==> config.mk <==
export PLATFORM = sky130hd
export DESIGN_NAME = irq_ctrl_flat
export DESIGN_NICKNAME = d
export VERILOG_FILES = /design/src/rtl/irq_ctrl_pkg.sv /design/src/rtl/irq_ctrl_if.sv /design/src/rtl/irq_src_cell.sv /design/src/rtl/irq_ctrl.sv /design/src/flat_wrapper.sv
export SDC_FILE = /design/constraint.sdc
export NUM_CORES = 1
export LEC_CHECK = 0
export CORE_MARGIN = 1
export CORE_UTILIZATION = 39
export CTS_CLUSTER_DIAMETER = 80
export CTS_CLUSTER_SIZE = 25
export DETAILED_ROUTE_END_ITERATION = 6
export GPL_TIMING_DRIVEN = 1
export PLACE_DENSITY = 0.59
export SLEW_MARGIN = 20
export SYNTH_ARGS = -nofsm -noshare
export SYNTH_HDL_FRONTEND = slang
export SYNTH_SLANG_ARGS = --single-unit
==> constraint.sdc <==
create_clock -name clk -period 3.7 [get_ports clk]
set_clock_uncertainty 0.15 [all_clocks]
set_input_delay 0.74 -clock clk [delete_from_list [all_inputs] [get_ports clk]]
set_output_delay 0.74 -clock clk [all_outputs]
set_load 0.1 [all_outputs]
==> src/rtl/irq_ctrl_pkg.sv <==
// Shared register map, constants and small helpers for the interrupt controller.
package irq_ctrl_pkg;

  localparam logic [3:0] ADDR_ENABLE_LO  = 4'd0;
  localparam logic [3:0] ADDR_ENABLE_HI  = 4'd1;
  localparam logic [3:0] ADDR_MODE_LO    = 4'd2;
  localparam logic [3:0] ADDR_MODE_HI    = 4'd3;
  localparam logic [3:0] ADDR_POL_LO     = 4'd4;
  localparam logic [3:0] ADDR_POL_HI     = 4'd5;
  localparam logic [3:0] ADDR_PENDING_LO = 4'd6;
  localparam logic [3:0] ADDR_PENDING_HI = 4'd7;
  localparam logic [3:0] ADDR_STEP       = 4'd8;
  localparam logic [3:0] ADDR_VECTOR     = 4'd9;

  localparam logic [7:0] VECTOR_NONE = 8'h80;

  typedef logic [15:0] src_vec_t;

  // Lowest-numbered active source wins; VECTOR_NONE when nothing is active.
  function automatic logic [7:0] vector_of(input src_vec_t act);
    logic [7:0] v;
    v = VECTOR_NONE;
    for (int i = 15; i >= 0; i--) begin
      if (act[i]) v = {3'b000, 5'(i)};
    end
    return v;
  endfunction

  function automatic logic [7:0] step_status(input logic pend, input logic counting);
    return {pend, counting, 6'b000000};
  endfunction

endpackage

==> src/rtl/irq_ctrl_if.sv <==
// CPU register bus of the interrupt controller: address, write data, strobe, read data.
interface irq_ctrl_if;
  logic [3:0] a;
  logic [7:0] d;
  logic       we;
  logic [7:0] q;

  modport master (output a, output d, output we, input q);
  modport slave  (input a, input d, input we, output q);
endinterface

==> src/rtl/irq_src_cell.sv <==
// One interrupt source bit: edge history, pending flag and write-one-to-clear.
module irq_src_cell (
  input  logic clk,
  input  logic reset,
  input  logic edge_mode,
  input  logic s,
  input  logic w1c,
  output logic pend
);

  logic hist_reg;
  logic pend_reg;

  always_ff @(posedge clk) begin
    if (reset) begin
      hist_reg <= 1'b0;
      pend_reg <= 1'b0;
    end else begin
      hist_reg <= s;
      // A fresh edge beats a same-cycle clear; level sources ignore clears.
      if (edge_mode) pend_reg <= (s & ~hist_reg) | (pend_reg & ~w1c);
      else           pend_reg <= s;
    end
  end

  assign pend = pend_reg;

endmodule

==> src/rtl/irq_ctrl.sv <==
// Interrupt controller: per-source enable/mode/polarity, pending with W1C,
// lowest-index vector, and a single-step countdown that raises its own request.
module irq_ctrl
  import irq_ctrl_pkg::*;
#(
  parameter int NSRC    = 8,
  parameter int STEPDLY = 23
) (
  input  logic            clk,
  input  logic            reset,
  irq_ctrl_if.slave       bus,
  input  logic [NSRC-1:0] src,
  output logic            irq
);

  localparam int       CW       = $clog2(STEPDLY + 1);
  localparam src_vec_t SRC_MASK = 16'((32'd1 << NSRC) - 32'd1);

  src_vec_t enable_reg;
  src_vec_t mode_reg;
  src_vec_t pol_reg;
  src_vec_t pending;
  src_vec_t w1c;

  logic [CW-1:0] cnt_reg;
  logic          counting_reg;
  logic          step_pend_reg;
  logic          irq_reg;

  logic step_wr;
  logic step_fire;

  assign step_wr   = bus.we && (bus.a == ADDR_STEP);
  assign step_fire = counting_reg && (cnt_reg == '0);

  always_comb begin
    w1c = '0;
    if (bus.we && bus.a == ADDR_PENDING_LO) w1c[7:0]  = bus.d;
    if (bus.we && bus.a == ADDR_PENDING_HI) w1c[15:8] = bus.d;
  end

  // Unimplemented source positions are tied off so every bus view reads 0 there.
  generate
    for (genvar gi = 0; gi < 16; gi++) begin : g_src
      if (gi < NSRC) begin : g_cell
        irq_src_cell u_cell (
          .clk       (clk),
          .reset     (reset),
          .edge_mode (mode_reg[gi]),
          .s         (src[gi] ^ pol_reg[gi]),
          .w1c       (w1c[gi]),
          .pend      (pending[gi])
        );
      end else begin : g_tie
        assign pending[gi] = 1'b0;
      end
    end
  endgenerate

  always_ff @(posedge clk) begin
    if (reset) begin
      enable_reg <= '0;
      mode_reg   <= '0;
      pol_reg    <= '0;
    end else if (bus.we) begin
      case (bus.a)
        ADDR_ENABLE_LO: enable_reg[7:0]  <= bus.d & SRC_MASK[7:0];
        ADDR_ENABLE_HI: enable_reg[15:8] <= bus.d & SRC_MASK[15:8];
        ADDR_MODE_LO:   mode_reg[7:0]    <= bus.d & SRC_MASK[7:0];
        ADDR_MODE_HI:   mode_reg[15:8]   <= bus.d & SRC_MASK[15:8];
        ADDR_POL_LO:    pol_reg[7:0]     <= bus.d & SRC_MASK[7:0];
        ADDR_POL_HI:    pol_reg[15:8]    <= bus.d & SRC_MASK[15:8];
        default: ;
      endcase
    end
  end

  // A reload on the same edge the count expires still delivers the expiring step.
  always_ff @(posedge clk) begin
    if (reset) begin
      cnt_reg       <= '0;
      counting_reg  <= 1'b0;
      step_pend_reg <= 1'b0;
    end else begin
      step_pend_reg <= step_fire | (step_pend_reg & ~(step_wr & bus.d[7]));
      if (step_wr && bus.d[0]) begin
        cnt_reg      <= CW'(STEPDLY);
        counting_reg <= 1'b1;
      end else if (step_fire) begin
        counting_reg <= 1'b0;
      end else if (counting_reg) begin
        cnt_reg <= cnt_reg - CW'(1);
      end
    end
  end

  always_ff @(posedge clk) begin
    if (reset) irq_reg <= 1'b0;
    else       irq_reg <= (|(pending & enable_reg)) | step_pend_reg;
  end

  assign irq = irq_reg;

  always_comb begin
    case (bus.a)
      ADDR_ENABLE_LO:  bus.q = enable_reg[7:0];
      ADDR_ENABLE_HI:  bus.q = enable_reg[15:8];
      ADDR_MODE_LO:    bus.q = mode_reg[7:0];
      ADDR_MODE_HI:    bus.q = mode_reg[15:8];
      ADDR_POL_LO:     bus.q = pol_reg[7:0];
      ADDR_POL_HI:     bus.q = pol_reg[15:8];
      ADDR_PENDING_LO: bus.q = pending[7:0];
      ADDR_PENDING_HI: bus.q = pending[15:8];
      ADDR_STEP:       bus.q = step_status(step_pend_reg, counting_reg);
      ADDR_VECTOR:     bus.q = vector_of(pending & enable_reg);
      default:         bus.q = 8'h00;
    endcase
  end

endmodule

==> src/flat_wrapper.sv <==
// flat-port wrapper written by rule: the top's interface ports become plain ports
module irq_ctrl_flat import irq_ctrl_pkg::*;
#(
  parameter int NSRC    = 8,
  parameter int STEPDLY = 23
)
  (clk, reset, src, irq, bus_a, bus_d, bus_we, bus_q);
  irq_ctrl_if bus_i ();
  input  logic clk;
  input  logic reset;
  input  logic [NSRC-1:0] src;
  output logic irq;
  input wire logic [$bits(bus_i.a)-1:0] bus_a;
  input wire logic [$bits(bus_i.d)-1:0] bus_d;
  input wire logic [$bits(bus_i.we)-1:0] bus_we;
  output wire logic [$bits(bus_i.q)-1:0] bus_q;
  assign bus_i.a = bus_a;
  assign bus_i.d = bus_d;
  assign bus_i.we = bus_we;
  assign bus_q = bus_i.q;
  irq_ctrl #(.NSRC(NSRC), .STEPDLY(STEPDLY)) u_core (.clk(clk), .reset(reset), .bus(bus_i), .src(src), .irq(irq));
endmodule
==> results by group, run 1 <==
Clock network
  • Clock slew at the register clock pins of the worst setup and hold paths: roughly 0.090 ns
  • Number of buffers created by CTS: 5
  • CTS tree: built
  • # resized after CTS: 0
  • Post-CTS Setup Bufs: 0
  • Count of H-tree levels built during CTS: 2
  • Number of hold buffers added after CTS: 0
  • Clock network latency to the later pin of the worst-skew pair: ~0.3 ns
  • Cell chosen for the clock root: sky130_fd_sc_hd__clkbuf_8
  • Buffer depth of the longest clock path: 2
  • Clock sink count: 48

Timing
  • RSZ-0062 raised after global routing: no
  • Final critical delay including setup and external delays: roughly 3.5 ns
  • Final max-slew violation count: 0
  • Highest clock frequency the design can meet: between 0.2 and 0.3 GHz
  • Endpoints failing hold: 0
  • Transition at the pin with the smallest max-transition slack: between 0.9 and 1 ns
  • Final-report setup violation count: 0
  • Post-route setup slack: between 0.2 and 0.25 ns
  • Period Utilization, post-route: 93.54%
  • Summed negative setup slack over all endpoints: 0 ns
  • Relative slew slack: between 30% and 40%

Synthesis
  • Number of enable flip-flop cells after synthesis: 0
  • Synth Net Count: about 250
  • Post-synthesis compound-gate area fraction: about 12%
  • Main combinational cell family by area after synthesis: multiplexers
  • Number of standard cells after synthesis: approximately 230
  • Synthesized area divided by synthesized cell count: between 9 and 10 sq um
  • Top cells by count, synth: sky130_fd_sc_hd__dfxtp_1, sky130_fd_sc_hd__nor2_1, sky130_fd_sc_hd__nand2_1, sky130_fd_sc_hd__mux2i_1
  • Synthesized flop and latch total: between 40 and 50
  • Cell type with the highest aggregate area in the netlist: sky130_fd_sc_hd__dfxtp_1
  • Share of async-settable or async-resettable flops after synthesis: 0%
  • Portion of synthesized cell area occupied by the leading cell type: about 43%
  • Primary flip-flop cell chosen by synthesis mapping: sky130_fd_sc_hd__dfxtp_1
  • Portion of the post-synthesis area used by sequential elements: 42.50%
  • Multiplexer share of the synthesized area: around a fifth
  • Basic-gate share of the synthesized area counting and, or, nand and nor cells: about 18%
  • Post-synthesis share of cell area spent on full adders, half adders and majority gates: 1.107%
  • Top-count cell post-synth: sky130_fd_sc_hd__dfxtp_1
  • Post-Synthesis Cell Area: ~2300 sq um
  • Unique masters post-synth: 38
  • Most area-consuming cells after synthesis: sky130_fd_sc_hd__dfxtp_1, sky130_fd_sc_hd__mux2i_1, sky130_fd_sc_hd__mux4_2, sky130_fd_sc_hd__nor2_1, sky130_fd_sc_hd__nand2_1
  • Post-synthesis xor/xnor area fraction: under 10%
  • Total number of yosys warnings: 0

Critical path
  • Kind of end point of the critical path: output pin
  • Startpoint of the worst register-to-register path: u_core.cnt_reg[0]
  • Critical Path AT: about 2.6 ns
  • End of the critical path: bus_q[2]
  • Flop-to-flop setup slack: ~1.9 ns
  • Timing startpoint of the critical path: bus_a[1]
  • Data required time at the worst endpoint: 2.81 ns
  • Critical path type: input pin to output pin
  • Highest net fanout along the worst path: 9
  • FF-to-FF End: u_core.cnt_reg[1]
  • Startpoint type of the worst setup path: input pin
  • R2R depth: 6

GRT
  • Antenna violations before repair: 0
  • Remaining global-route overflow: 0
  • Wire length of the first global-routing pass: between 8000 and 9000 um
  • Maximum number of pins on one net before global-route repair: 49
  • Most crowded layer after global routing: met2
  • Global-route usage over all layers: ~18%
  • Met1 track demand over resource: 24.22%
  • Met3 Usage GRT: 3.837%
  • Grt met2 use: 27.19%
  • Via count of the first global-routing pass: roughly 1700

Detailed routing
  • Number of iterations in the first detailed-routing pass: 4
  • Sum of routed wire length over all layers: 4948 um
  • Final routed DRC violation total: 0
  • Via/cell ratio: between 5 and 6
  • Number of DRC violations after detailed-routing iteration 0: 84
  • Total number of vias: around 1800
  • Count of antenna-violating nets left after detailed routing: 0
  • Post-DR wirelength/cell: between 10 and 15 um

Layout
  • Syn-to-layout area delta: 24.24%
  • Summed area of non-filler cells in the final layout: 2809 sq um
  • Share of layout cells above drive strength 1: 12.64%
  • Final-stage net count: approximately 290
  • # diodes: 0
  • Final standard cell utilization of the core: about half
  • Non-filler cells, final: about 330

Floorplan
  • Area inside the core boundary: about 5500 sq um
  • Total Die Area: 6106 sq um
  • Die X-Extent: between 70 and 80 um
  • Number of top-level design ports: 32
  • Die span in y: roughly 78 um
  • # rows: 27
  • Initial Utilization: 40.81%

Placed design
  • Port Buf Inserts: 31
  • Gpl congestion: between 0.7 and 0.8
  • Detail Placement HPWL: 3418 um
  • Number of cells after detailed placement: 325
  • Placed instance area: around 2700 sq um
  • Worst Setup Slack post-DPL: 0.2269 ns

Power
  • Switching Power: 240.3 uW
  • Int Power: between 700 and 800 uW
  • Switching Fraction: 24.58%
  • Part of the power in registers: between 50 and 60%
  • Fraction of power consumed by the clock network: about 33%
  • Power per unit of standard cell area: about 350 nW/um^2
  • Leakage dissipation: ~1.1 nW
  • Power share of the combinational group: between 10% and 20%
  • Worst voltage drop across the vdd grid: 246.3 uV

Run status
  • Outcome: finished clean

Flow run
  • Maxcap violations: 0

Worst hold path
  • Classification of the worst-slack hold path: register to register
[worst min-delay path by stage]
stage | cells after the start | start | to | slack (ns)
global placement | 2 | u_core.g_src[7].g_cell.u_cell.hist_reg | u_core.g_src[7].g_cell.u_cell.pend | 0.31
detailed placement | 2 | u_core.g_src[5].g_cell.u_cell.hist_reg | u_core.g_src[5].g_cell.u_cell.pend | 0.31
finish | 2 | u_core.g_src[5].g_cell.u_cell.hist_reg | u_core.g_src[5].g_cell.u_cell.pend | 0.33
floorplan | 2 | u_core.g_src[3].g_cell.u_cell.hist_reg | u_core.g_src[3].g_cell.u_cell.pend | 0.30
global route | 2 | u_core.g_src[6].g_cell.u_cell.hist_reg | u_core.g_src[6].g_cell.u_cell.pend | 0.35
CTS | 2 | u_core.g_src[5].g_cell.u_cell.hist_reg | u_core.g_src[5].g_cell.u_cell.pend | 0.33
[stage by stage]
step / hold WS, ns / total power [mW]
CTS: 0.3296 / 0.9854
global placement: 0.3065 / 0.6652
floorplan: 0.2978 / 0.6143
detailed placement: 0.3073 / 0.6654
global route: 0.3451 / 1.017
finish: 0.3278 / 0.9776
[cells by family (layout without fill, tap and decap cells)]
family                     Yosys count  after routing
AOI/OAI and AO/OA                   37             37
xor gates and xnor gates            10             10
adders and majority gates            2              2
buffers and inverters               14             46
DFF                                 48             48
muxes                               34             34
and+or+nand+nor                     84             84
[routing by layer]
metal,wire length (um),up-vias
met4,68,0
met2,2201,40
met1,2483,822
met5,0,-
li1,-,882
met3,195,7
[cell usage in the layout, fill, tap and decap left out, types with 4 or more instances in the layout]
cell type,count
sky130_fd_sc_hd__clkbuf_8,6
sky130_fd_sc_hd__nor2_1,36
sky130_fd_sc_hd__mux4_2,8
sky130_fd_sc_hd__dfxtp_1,48
sky130_fd_sc_hd__buf_4,4
sky130_fd_sc_hd__clkdlybuf4s50_1,23
sky130_fd_sc_hd__a21o_1,9
sky130_fd_sc_hd__a211oi_1,8
sky130_fd_sc_hd__mux2i_1,25
sky130_fd_sc_hd__nand2_1,27
sky130_fd_sc_hd__a22oi_1,5
sky130_fd_sc_hd__a21oi_1,5
sky130_fd_sc_hd__xnor2_1,9
sky130_fd_sc_hd__buf_12,8
[critical path, stage by stage]
cell and delay, ns:
sky130_fd_sc_hd__clkdlybuf4s50_1 0.72, sky130_fd_sc_hd__buf_4 0.24, sky130_fd_sc_hd__mux4_2 0.49, sky130_fd_sc_hd__nand2_1 0.09, sky130_fd_sc_hd__o31ai_2 0.09, sky130_fd_sc_hd__buf_12 0.20
[power groups by stage]
| stage | logic, mW | clock network [mW] | registers (mW) |
|---|---|---|---|
| 6_report | 0.110 | 0.324 | 0.543 |
| 5_1_grt | 0.119 | 0.353 | 0.545 |
| 4_1_cts | 0.111 | 0.331 | 0.543 |
| 3_5_place_dp | 0.110 | 0 | 0.555 |
| 3_3_place_gp | 0.110 | 0 | 0.555 |
| 2_1_floorplan | 0.0614 | 0 | 0.553 |
[layout make-up]
class	count	area, sq um
fillers	530	2731
inverters	3	11.26
flip-flops and latches	48	960.9
repair buffers	35	420.4
clock buffers	7	86.33
clock inverters	1	7.507
multi-input cells	167	1232
well taps	72	90.09
No activity file was read; power rests on OpenSTA's default activity.
==> inputs of run 2 (changes only) <==
--- a/config.mk
+++ b/config.mk
@@ -11,6 +11,7 @@
 export CTS_CLUSTER_SIZE = 25
 export DETAILED_ROUTE_END_ITERATION = 6
 export GPL_TIMING_DRIVEN = 1
+export HOLD_SLACK_MARGIN = 0.08
 export PLACE_DENSITY = 0.59
 export SLEW_MARGIN = 20
 export SYNTH_ARGS = -nofsm -noshare
==> results of run 2 <==
Same layout as run 1: the final DEF is identical, and so are final timing and power.
==> inputs of run 3 (changes only) <==
--- a/config.mk
+++ b/config.mk
@@ -5,6 +5,7 @@
 export SDC_FILE = /design/constraint.sdc
 export NUM_CORES = 1
 export LEC_CHECK = 0
+export CORE_ASPECT_RATIO = 2
 export CORE_MARGIN = 1
 export CORE_UTILIZATION = 39
 export CTS_CLUSTER_DIAMETER = 80
==> run 3 against run 2 <==
  * Sequential share of layout area is 0.061 points higher
  * First-iteration DRC count is 29% lower
  * Die area grew 0.30%
  * Combinational power hardly changed
  * Critical path type unchanged
  * Highest routed layer unchanged
==> results by group, run 3 (synthesized netlist as in run 1, its figures left out) <==
Run status
  • Outcome: finished clean

Critical path
  • Flop-to-flop setup slack: about 1.8 ns
  • Kind of end point of the critical path: output pin
  • Critical Path AT: 2.56 ns
  • Max incr delay on CP: around 0.8 ns
  • CP top delay family: buffers and inverters
  • R2R depth: 6
  • Startpoint type of the worst setup path: input pin
  • Timing startpoint of the critical path: bus_a[1]
  • Critical-path cell list: clkdlybuf4s50_1, mux4_2, a22oi_1, nand2_1, buf_12
  • Startpoint of the worst register-to-register path: u_core.cnt_reg[0]
  • Critical path type: input pin to output pin
  • Count of buffer and inverter cells on the critical path: 2
  • FF-to-FF End: u_core.cnt_reg[1]
  • Data required time at the worst endpoint: around 2.8 ns
  • Highest net fanout along the worst path: 9
  • Highest-delay cell along the critical path: sky130_fd_sc_hd__clkdlybuf4s50_1

Clock network
  • # resized after CTS: 0
  • Clock network latency to the later pin of the worst-skew pair: ~0.3 ns
  • Number of buffers created by CTS: 5
  • Buffer depth of the longest clock path: 2
  • Clock slew at the register clock pins of the worst setup and hold paths: around 0.080 ns
  • Count of H-tree levels built during CTS: 2
  • Clock sink count: 48
  • CTS tree: built
  • Cell chosen for the clock root: sky130_fd_sc_hd__clkbuf_8
  • Post-CTS Setup Bufs: 0
  • Number of hold buffers added after CTS: 0

GRT
  • Antenna violations before repair: 0
  • Remaining global-route overflow: 0
  • Global-route usage over all layers: a little under a fifth
  • Maximum number of pins on one net before global-route repair: 49
  • Via count of the first global-routing pass: approximately 1700
  • Wire length of the first global-routing pass: 8597 um

Power
  • Switching Power: about 230 uW
  • Worst voltage drop across the vdd grid: between 200 and 300 uV
  • Part of the power in registers: 55.2%
  • Int Power: 752.3 uW
  • Leakage dissipation: about 1.1 nW
  • Power share of the combinational group: 11.3%
  • Switching Fraction: between 20% and 30%
  • Fraction of power consumed by the clock network: between 30% and 40%
  • Total Power Consumption: 984.5 uW
  • Power per unit of standard cell area: between 300 and 400 nW/um^2

Timing
  • RSZ-0062 raised after global routing: no
  • Final-report setup violation count: 0
  • Relative slew slack: roughly a third
  • Final critical delay including setup and external delays: 3.453 ns
  • Period Utilization, post-route: a little over 90%
  • Transition at the pin with the smallest max-transition slack: between 0.9 and 1 ns
  • Final max-slew violation count: 0
  • Endpoints failing hold: 0
  • Highest clock frequency the design can meet: ~0.29 GHz
  • Summed negative setup slack over all endpoints: 0 ns

Detailed routing
  • Number of iterations in the first detailed-routing pass: 4
  • Count of antenna-violating nets left after detailed routing: 0
  • Final routed DRC violation total: 0
  • Number of DRC violations after detailed-routing iteration 0: 60
  • Via/cell ratio: 5.539
  • Total number of vias: about 1800
  • Post-DR wirelength/cell: 16.12 um
  • Sum of routed wire length over all layers: slightly above 5000 um

Floorplan
  • Total Die Area: between 6000 and 7000 sq um
  • # rows: 38
  • Initial Utilization: between 40% and 50%
  • Number of top-level design ports: 32
  • Area inside the core boundary: 5515 sq um
  • Die X-Extent: between 50 and 60 um
  • Die span in y: about 110 um

Layout
  • Fill cell total of the finished layout: between 500 and 600
  • Most common cell after layout, fill and taps aside: sky130_fd_sc_hd__dfxtp_1
  • Leading cell types in the layout, fill and taps excluded: sky130_fd_sc_hd__dfxtp_1, sky130_fd_sc_hd__nor2_1, sky130_fd_sc_hd__nand2_1, sky130_fd_sc_hd__mux2i_1, sky130_fd_sc_hd__clkdlybuf4s50_1
  • Non-filler cells, final: around 320
  • Syn-to-layout area delta: 24.02%
  • # diodes: 0
  • Final-stage net count: 286
  • Share of layout cells above drive strength 1: 13.03%

Worst hold path
  • Cell depth of the worst min-delay path: 2
  • Classification of the worst-slack hold path: register to register
  • Endpoint with the worst hold slack: u_core.g_src[3].g_cell.u_cell.pend
  • Critical hold path startpoint: u_core.g_src[3].g_cell.u_cell.hist_reg

Placed design
  • Port Buf Inserts: 31
  • Number of cells after detailed placement: about 310
  • Detail Placement HPWL: roughly 3800 um
  • Gpl congestion: between 0.8 and 0.9

Flow run
  • Maxcap violations: 0
run 3: cell count changes in the layout (fill, tap and decap cells not counted):
cell                         before  now
sky130_fd_sc_hd__buf_4            4    5
sky130_fd_sc_hd__clkbuf_1         1    0
sky130_fd_sc_hd__clkbuf_8         6    7
sky130_fd_sc_hd__clkinvlp_4       1    0
run 3: per-layer routing:
layer	global-route usage (%)	up-vias	part of all wire, %
li1	-	882	-
met1	20.06	852	41
met2	33.65	36	55
met3	2.588	8	2.7
met4	8.885	0	1.8
met5	0	-	0
run 3: worst max-delay path by stage:
stage                     to  slack (ns)  cells past startpoint
detailed placement  bus_q[7]        0.24                      5
CTS                 bus_q[7]        0.24                      5
finish              bus_q[7]        0.25                      5
global route        bus_q[1]        0.09                      6
floorplan           bus_q[2]        0.16                      4
global placement    bus_q[7]        0.26                      5
run 3: power by group through the flow:
stage	clock, mW	sequential, mW	combinational, mW
5_1_grt	0.362	0.546	0.120
3_3_place_gp	0	0.555	0.112
4_1_cts	0.342	0.543	0.113
2_1_floorplan	0	0.553	0.0614
3_5_place_dp	0	0.555	0.112
6_report	0.330	0.543	0.112
run 3: cell type report:
type                            instances  area (sq um)  area share (%)
Multi-Input combinational cell        167          1232           43.95
Tap cell                               60         75.07           2.677
Clock buffer                            7         96.34           3.436
Sequential cell                        48         960.9           34.27
Inverter                                3         11.26          0.4016
Timing Repair Buffer                   36         427.9           15.26
run 3: worst register-to-register path, delay by kind of cell (launching register included):
kind                     cells  cell delay [ns]
AND/OR/NAND/NOR              2             0.59
buffers and inverters        1             0.11
multiplexers                 1             0.32
adder cells (fa/ha/maj)      1             0.20
flip-flops                   1             0.32
AO/OA/AOI/OAI                1             0.14
run 3: through the flow:
stage | hold WS, ns | utilization, % | instance area [sq um] | worst slack [ns]
floorplan | 0.2978 | - | 2266 | 0.1588
global placement | 0.3003 | 49.09 | 2708 | 0.2569
detailed placement | 0.3071 | 49.09 | 2708 | 0.2370
CTS | 0.3277 | 50.84 | 2804 | 0.2381
global route | 0.3603 | 50.84 | 2804 | 0.08674
finish | 0.3219 | 50.84 | 2804 | 0.2469
